$ cat config.mk
export PLATFORM = sky130hd
export DESIGN_NAME = fsm_seq_ctrl
export DESIGN_NICKNAME = d
export VERILOG_FILES = /design/src/rtl/fsm_seq_ctrl.sv
export SDC_FILE = /design/constraint.sdc
export NUM_CORES = 1
export LEC_CHECK = 0
export BUFFER_PORTS_ARGS = -buffer_cell sky130_fd_sc_hd__buf_2
export CORE_ASPECT_RATIO = 1.25
export CORE_MARGIN = 1
export CORE_UTILIZATION = 29
export CTS_BUF_LIST = sky130_fd_sc_hd__clkbuf_8 sky130_fd_sc_hd__clkbuf_16
export DETAILED_ROUTE_END_ITERATION = 10
export SLEW_MARGIN = 20
export SYNTH_ARGS = -nofsm -noshare
export SYNTH_HDL_FRONTEND = slang
export SYNTH_SLANG_ARGS = --single-unit
$ cat constraint.sdc
create_clock -name clk -period 2 [get_ports clk]
set_input_delay 0.3 -clock clk [delete_from_list [all_inputs] [get_ports clk]]
set_output_delay 0.3 -clock clk [all_outputs]
set_load 0.005 [all_outputs]
$ cat src/rtl/fsm_seq_ctrl.sv
// Two-requester sequencer/arbiter in front of the one-hot x/y sequence detector.
// Feeds one legal symbol at a time to the detector, returns its z tagged with the requester id.
module fsm_seq_ctrl #(
    parameter int CNT_W     = 8,
    parameter int FLUSH_CYC = 2
) (
    input  logic             clk,
    input  logic             rst,
    input  logic             req0_valid,
    input  logic [1:0]       req0_sym,
    output logic             req0_ready,
    input  logic             req1_valid,
    input  logic [1:0]       req1_sym,
    output logic             req1_ready,
    input  logic             flush,
    output logic             fsm_x,
    output logic             fsm_y,
    input  logic             fsm_z,
    output logic             fsm_rst,
    output logic             resp_valid,
    output logic             resp_id,
    output logic             resp_z,
    output logic             err_sym,
    output logic             err_id,
    output logic [CNT_W-1:0] cnt0,
    output logic [CNT_W-1:0] cnt1,
    output logic             busy
);

    typedef enum logic [3:0] {
        ST_IDLE  = 4'b0001,
        ST_DRIVE = 4'b0010,
        ST_CAPT  = 4'b0100,
        ST_FLUSH = 4'b1000
    } state_t;

    localparam int               FC_W    = (FLUSH_CYC > 1) ? $clog2(FLUSH_CYC) : 1;
    localparam logic [FC_W-1:0]  FC_LAST = FC_W'(FLUSH_CYC - 1);
    localparam logic [CNT_W-1:0] CNT_MAX = '1;

    state_t           r_state;
    state_t           w_state_next;
    logic             r_ptr;
    logic [1:0]       r_sym;
    logic             r_id;
    logic [FC_W-1:0]  r_flush_cnt;
    logic             r_resp_valid;
    logic             r_resp_id;
    logic             r_resp_z;
    logic             r_err_sym;
    logic             r_err_id;
    logic [CNT_W-1:0] r_cnt [2];

    logic             w_accept;
    logic             w_gid;
    logic [1:0]       w_gsym;
    logic             w_legal;
    logic             w_flush_start;

    always_comb begin
        w_state_next  = r_state;
        w_accept      = 1'b0;
        w_gid         = 1'b0;
        w_gsym        = 2'b00;
        w_flush_start = 1'b0;
        case (r_state)
            ST_IDLE: begin
                if (flush) begin
                    w_flush_start = 1'b1;
                    w_state_next  = ST_FLUSH;
                end else if (req0_valid || req1_valid) begin
                    w_accept     = 1'b1;
                    // Pointer only matters on contention; a lone requester always wins.
                    w_gid        = (req0_valid && req1_valid) ? r_ptr : req1_valid;
                    w_gsym       = w_gid ? req1_sym : req0_sym;
                    if (w_gsym[1] ^ w_gsym[0]) begin
                        w_state_next = ST_DRIVE;
                    end
                end
            end
            ST_DRIVE: w_state_next = ST_CAPT;
            ST_CAPT:  w_state_next = ST_IDLE;
            ST_FLUSH: begin
                if (r_flush_cnt == FC_LAST) begin
                    w_state_next = ST_IDLE;
                end
            end
            default:  w_state_next = ST_IDLE;
        endcase
    end

    assign w_legal    = w_gsym[1] ^ w_gsym[0];
    assign req0_ready = rst && w_accept && !w_gid;
    assign req1_ready = rst && w_accept && w_gid;

    always_ff @(posedge clk) begin
        if (!rst) begin
            r_state      <= ST_IDLE;
            r_ptr        <= 1'b0;
            r_sym        <= 2'b00;
            r_id         <= 1'b0;
            r_flush_cnt  <= '0;
            r_resp_valid <= 1'b0;
            r_resp_id    <= 1'b0;
            r_resp_z     <= 1'b0;
            r_err_sym    <= 1'b0;
            r_err_id     <= 1'b0;
        end else begin
            r_state      <= w_state_next;
            r_resp_valid <= (r_state == ST_CAPT);
            r_err_sym    <= w_accept && !w_legal;
            if (w_accept) begin
                r_ptr    <= ~w_gid;
                r_id     <= w_gid;
                r_sym    <= w_gsym;
                r_err_id <= w_gid;
            end
            if (w_flush_start) begin
                r_ptr       <= 1'b0;
                r_flush_cnt <= '0;
            end else if (r_state == ST_FLUSH) begin
                r_flush_cnt <= r_flush_cnt + 1'b1;
            end
            if (r_state == ST_CAPT) begin
                r_resp_id <= r_id;
                r_resp_z  <= fsm_z;
            end
        end
    end

    // Per-requester saturating z-hit counters, cleared when a flush begins.
    generate
        for (genvar gi = 0; gi < 2; gi++) begin : g_cnt
            always_ff @(posedge clk) begin
                if (!rst) begin
                    r_cnt[gi] <= '0;
                end else if (w_flush_start) begin
                    r_cnt[gi] <= '0;
                end else if ((r_state == ST_CAPT) && fsm_z && (r_id == 1'(gi))
                             && (r_cnt[gi] != CNT_MAX)) begin
                    r_cnt[gi] <= r_cnt[gi] + 1'b1;
                end
            end
        end
    endgenerate

    assign fsm_x      = (r_state == ST_DRIVE) ? r_sym[1] : 1'b0;
    assign fsm_y      = (r_state == ST_DRIVE) ? r_sym[0] : 1'b0;
    assign fsm_rst    = !rst || (r_state == ST_FLUSH);
    assign busy       = (r_state != ST_IDLE);
    assign resp_valid = r_resp_valid;
    assign resp_id    = r_resp_id;
    assign resp_z     = r_resp_z;
    assign err_sym    = r_err_sym;
    assign err_id     = r_err_id;
    assign cnt0       = r_cnt[0];
    assign cnt1       = r_cnt[1];

endmodule
==> results.yml <==
place:
  port_buffers: 36
  post_dp_cell_area_um2: 1720
  hpwl_mm: 2.23
  globalplace.congestion: 0.745
grt:
  grt_util_met3_pct: 3.51
  top_usage_layer: "met2"
  grt_pass1_vias: 1094
  grtUsageMet1_pct: 14.2
  grtUsageMet2_pct: 21.9
  overflow: 0
  antenna_found_initial: 0
  track_usage_pct: 12.6
  grt_pass1_wl_mm: 5.04
  grt_max_degree: 13
synthesis:
  ys_seq_elements: 29
  netlist_area_um2: 1440
  syn-num-nets: 153
  seq_area_frac_synth_pct: 51.4
  syn_area_per_cell_um2: 10.2
  synthCells: 141
  yosys_warnings: 0
  ys_types: 36
critical_path:
  required_ps: 1700
  start_kind: "flop"
  crit_slowest_cell: "dfxtp_1"
  end_kind: "output pin"
  cp_data_arrival_time_ps: 1550
  crit_fanout: 6
  max_stage_delay_ps: 370
  critPathBufInv: 2
  path_delay_family: "simple AND/OR/NAND/NOR gates"
  worstSetupPathType: "reg -> out"
  worstPathCellList: "nor4b_4 > inv_2 > nor2_4 > nand2_1 > nor2_1 > buf_2"
power:
  ir_drop_mv: 0.351
  leakage_nw: 0.767
  p_per_area_nw_per_um2: 787
clocking:
  cts-hold-fix-buffers: 0
  cts_made_buffers: 5
  clk_pin_slew_ps: 60
  cts_root_buf: "clkbuf_8"
  cts_buffer_depth: 2
  cts_setup_buffers: 0
  cts_tree: "built"
  post_cts_resized: 0
  clk_latency_ps: 270
  clock_sinks: 29
  htreeDepth: 2
sta:
  finalSetupTns_ps: 0
  slew_headroom_pct: 59.4
  rsz0062_at_grt: "false"
  worst_pin_slew_ps: 603
  fin_crit_sh_pct: 92.4
  maxSlewViolCount: 0
  setup_viol: 0
  skew_ps: 3.48
  period_needed_ps: 1850
  hold_ws_ps: 311
  hold_viol: 0
  fmax_mhz: 541
detailed_routing:
  vias: 1176
  viasPerCell: 4.76
  antenna_left: 0
  first_pass_iters: 4
  wl_per_cell_um: 12.0
  drtIter0Drc: 36
  wirelength_mm: 2.98
  drc: 0
layout:
  layout.nets: 198
  layout_commonest_cell: "buf_2"
  utilization_pct: 38.1
  layout-drive-gt1-share_pct: 28.3
  num-fill-cells: 504
  n_antenna_cell: 0
  layout_common_cells: "buf_2, nor2_1, edfxtp_1, nand2_1, dfxtp_1"
  syn2layout_area_growth_pct: 26.0
  finalInstanceArea_um2: 1820
floorplanning:
  die_area_um2: 5260
  boundaryPins: 37
  start_util_pct: 30.3
  coreArea_um2: 4760
  rows: 28
  die_width_um: 65.1
  die_h_um: 80.8
job:
  maxCapViolations: 0
status:
  outcome: "finished clean"
worst_hold_path:
  hold_path.class: "in -> reg"
-- tightest hold or removal path: stages --
cell     delay, ps
buf_2           90
mux2i_1         60
nor2b_1         90
-- synth_stat cells (all sizes together) --
| cell | count | area (µm²) |
|---|---|---|
| or3 | 2 | 12.5 |
| o21ai | 8 | 43.8 |
| nor2b | 4 | 25.0 |
| ha | 2 | 25.0 |
| and4b | 1 | 10.0 |
| nor3b | 3 | 22.5 |
| nand3 | 7 | 35.0 |
| a311oi | 2 | 17.5 |
| a21oi | 5 | 25.0 |
| nand3b | 1 | 7.51 |
| xor2 | 5 | 43.8 |
| mux2i | 5 | 50.1 |
| o21bai | 2 | 15.0 |
| nor2 | 22 | 90.1 |
| inv | 6 | 22.5 |
| nor4 | 1 | 6.26 |
| nand2 | 11 | 41.3 |
| o221a | 1 | 11.3 |
| clkbuf | 1 | 3.75 |
| edfxtp | 16 | 480 |
| dfxtp | 13 | 260 |
| a21boi | 1 | 7.51 |
| nor4b | 3 | 38.8 |
| a41o | 2 | 20.0 |
| a41oi | 2 | 17.5 |
| and3 | 1 | 6.26 |
| xnor2 | 6 | 52.6 |
| and2 | 3 | 18.8 |
| a211oi | 1 | 7.51 |
| nor3 | 1 | 5.00 |
| nand2b | 3 | 18.8 |
-- where the power goes --
part / switching, mW / leakage [nW] / internal, mW / total, mW
Combinational: 0.112 / 0.435 / 0.106 / 0.218
Clock: 0.202 / 0.0538 / 0.269 / 0.471
Sequential: 0.0573 / 0.279 / 0.683 / 0.740
Total: 0.371 / 0.767 / 1.06 / 1.43
-- per-layer routing --
metal,vias to the layer above,routed length (µm)
li1,596,-
met1,542,1330
met2,32,1450
met3,6,146
met4,0,45
met5,-,0
-- layout make-up --
cell class / instances / area [µm²] / share of cell area (%)
clock buffer: 6 / 82.6 / 4.55
clock inverter: 2 / 7.51 / 0.413
inverter: 6 / 22.5 / 1.24
multi-input combinational: 105 / 683 / 37.6
sequential: 29 / 743 / 40.9
tap: 60 / 75.1 / 4.13
timing repair buffer: 39 / 203 / 11.2
-- final timing paths --
check	startpoint	end	slack, ps	depth (start not counted)
max	r_state[3]	req1_ready	150	6
min	fsm_z	resp_z	310	3
max reg2reg	r_state[1]	r_cnt[1][4]	270	5
min reg2reg	resp_id	resp_id	510	2
-- cell families after synthesis --
| logic type | after synthesis | share of synthesized area (%) |
|---|---|---|
| mux | 5 | 3.47 |
| simple gates | 63 | 23.4 |
| fa+ha+maj | 2 | 1.74 |
| buf+inv | 7 | 1.82 |
| flops | 29 | 51.4 |
| xor+xnor | 11 | 6.68 |
| compound gates | 24 | 11.5 |
-- registers in the layout, summed over array words and instances (netlist names) --
| register | count |
|---|---|
| r_flush_cnt | 1 |
| r_state | 4 |
| r_cnt | 16 |
| r_ptr | 1 |
| r_sym | 2 |
| err_id | 1 |
| err_sym | 1 |
| resp_valid | 1 |
| resp_id | 1 |
| resp_z | 1 |
-- stage by stage --
stage                     setup slack (ps)  total power, mW  cells
after floorplan                        430            0.867    141
after global placement                 242            0.964    239
after detailed placement               210            0.966    239
after CTS                             17.6             1.44    247
after global routing                  13.4             1.51    247
final                                  153             1.43    247
No activity file was read; power rests on OpenSTA's default activity.
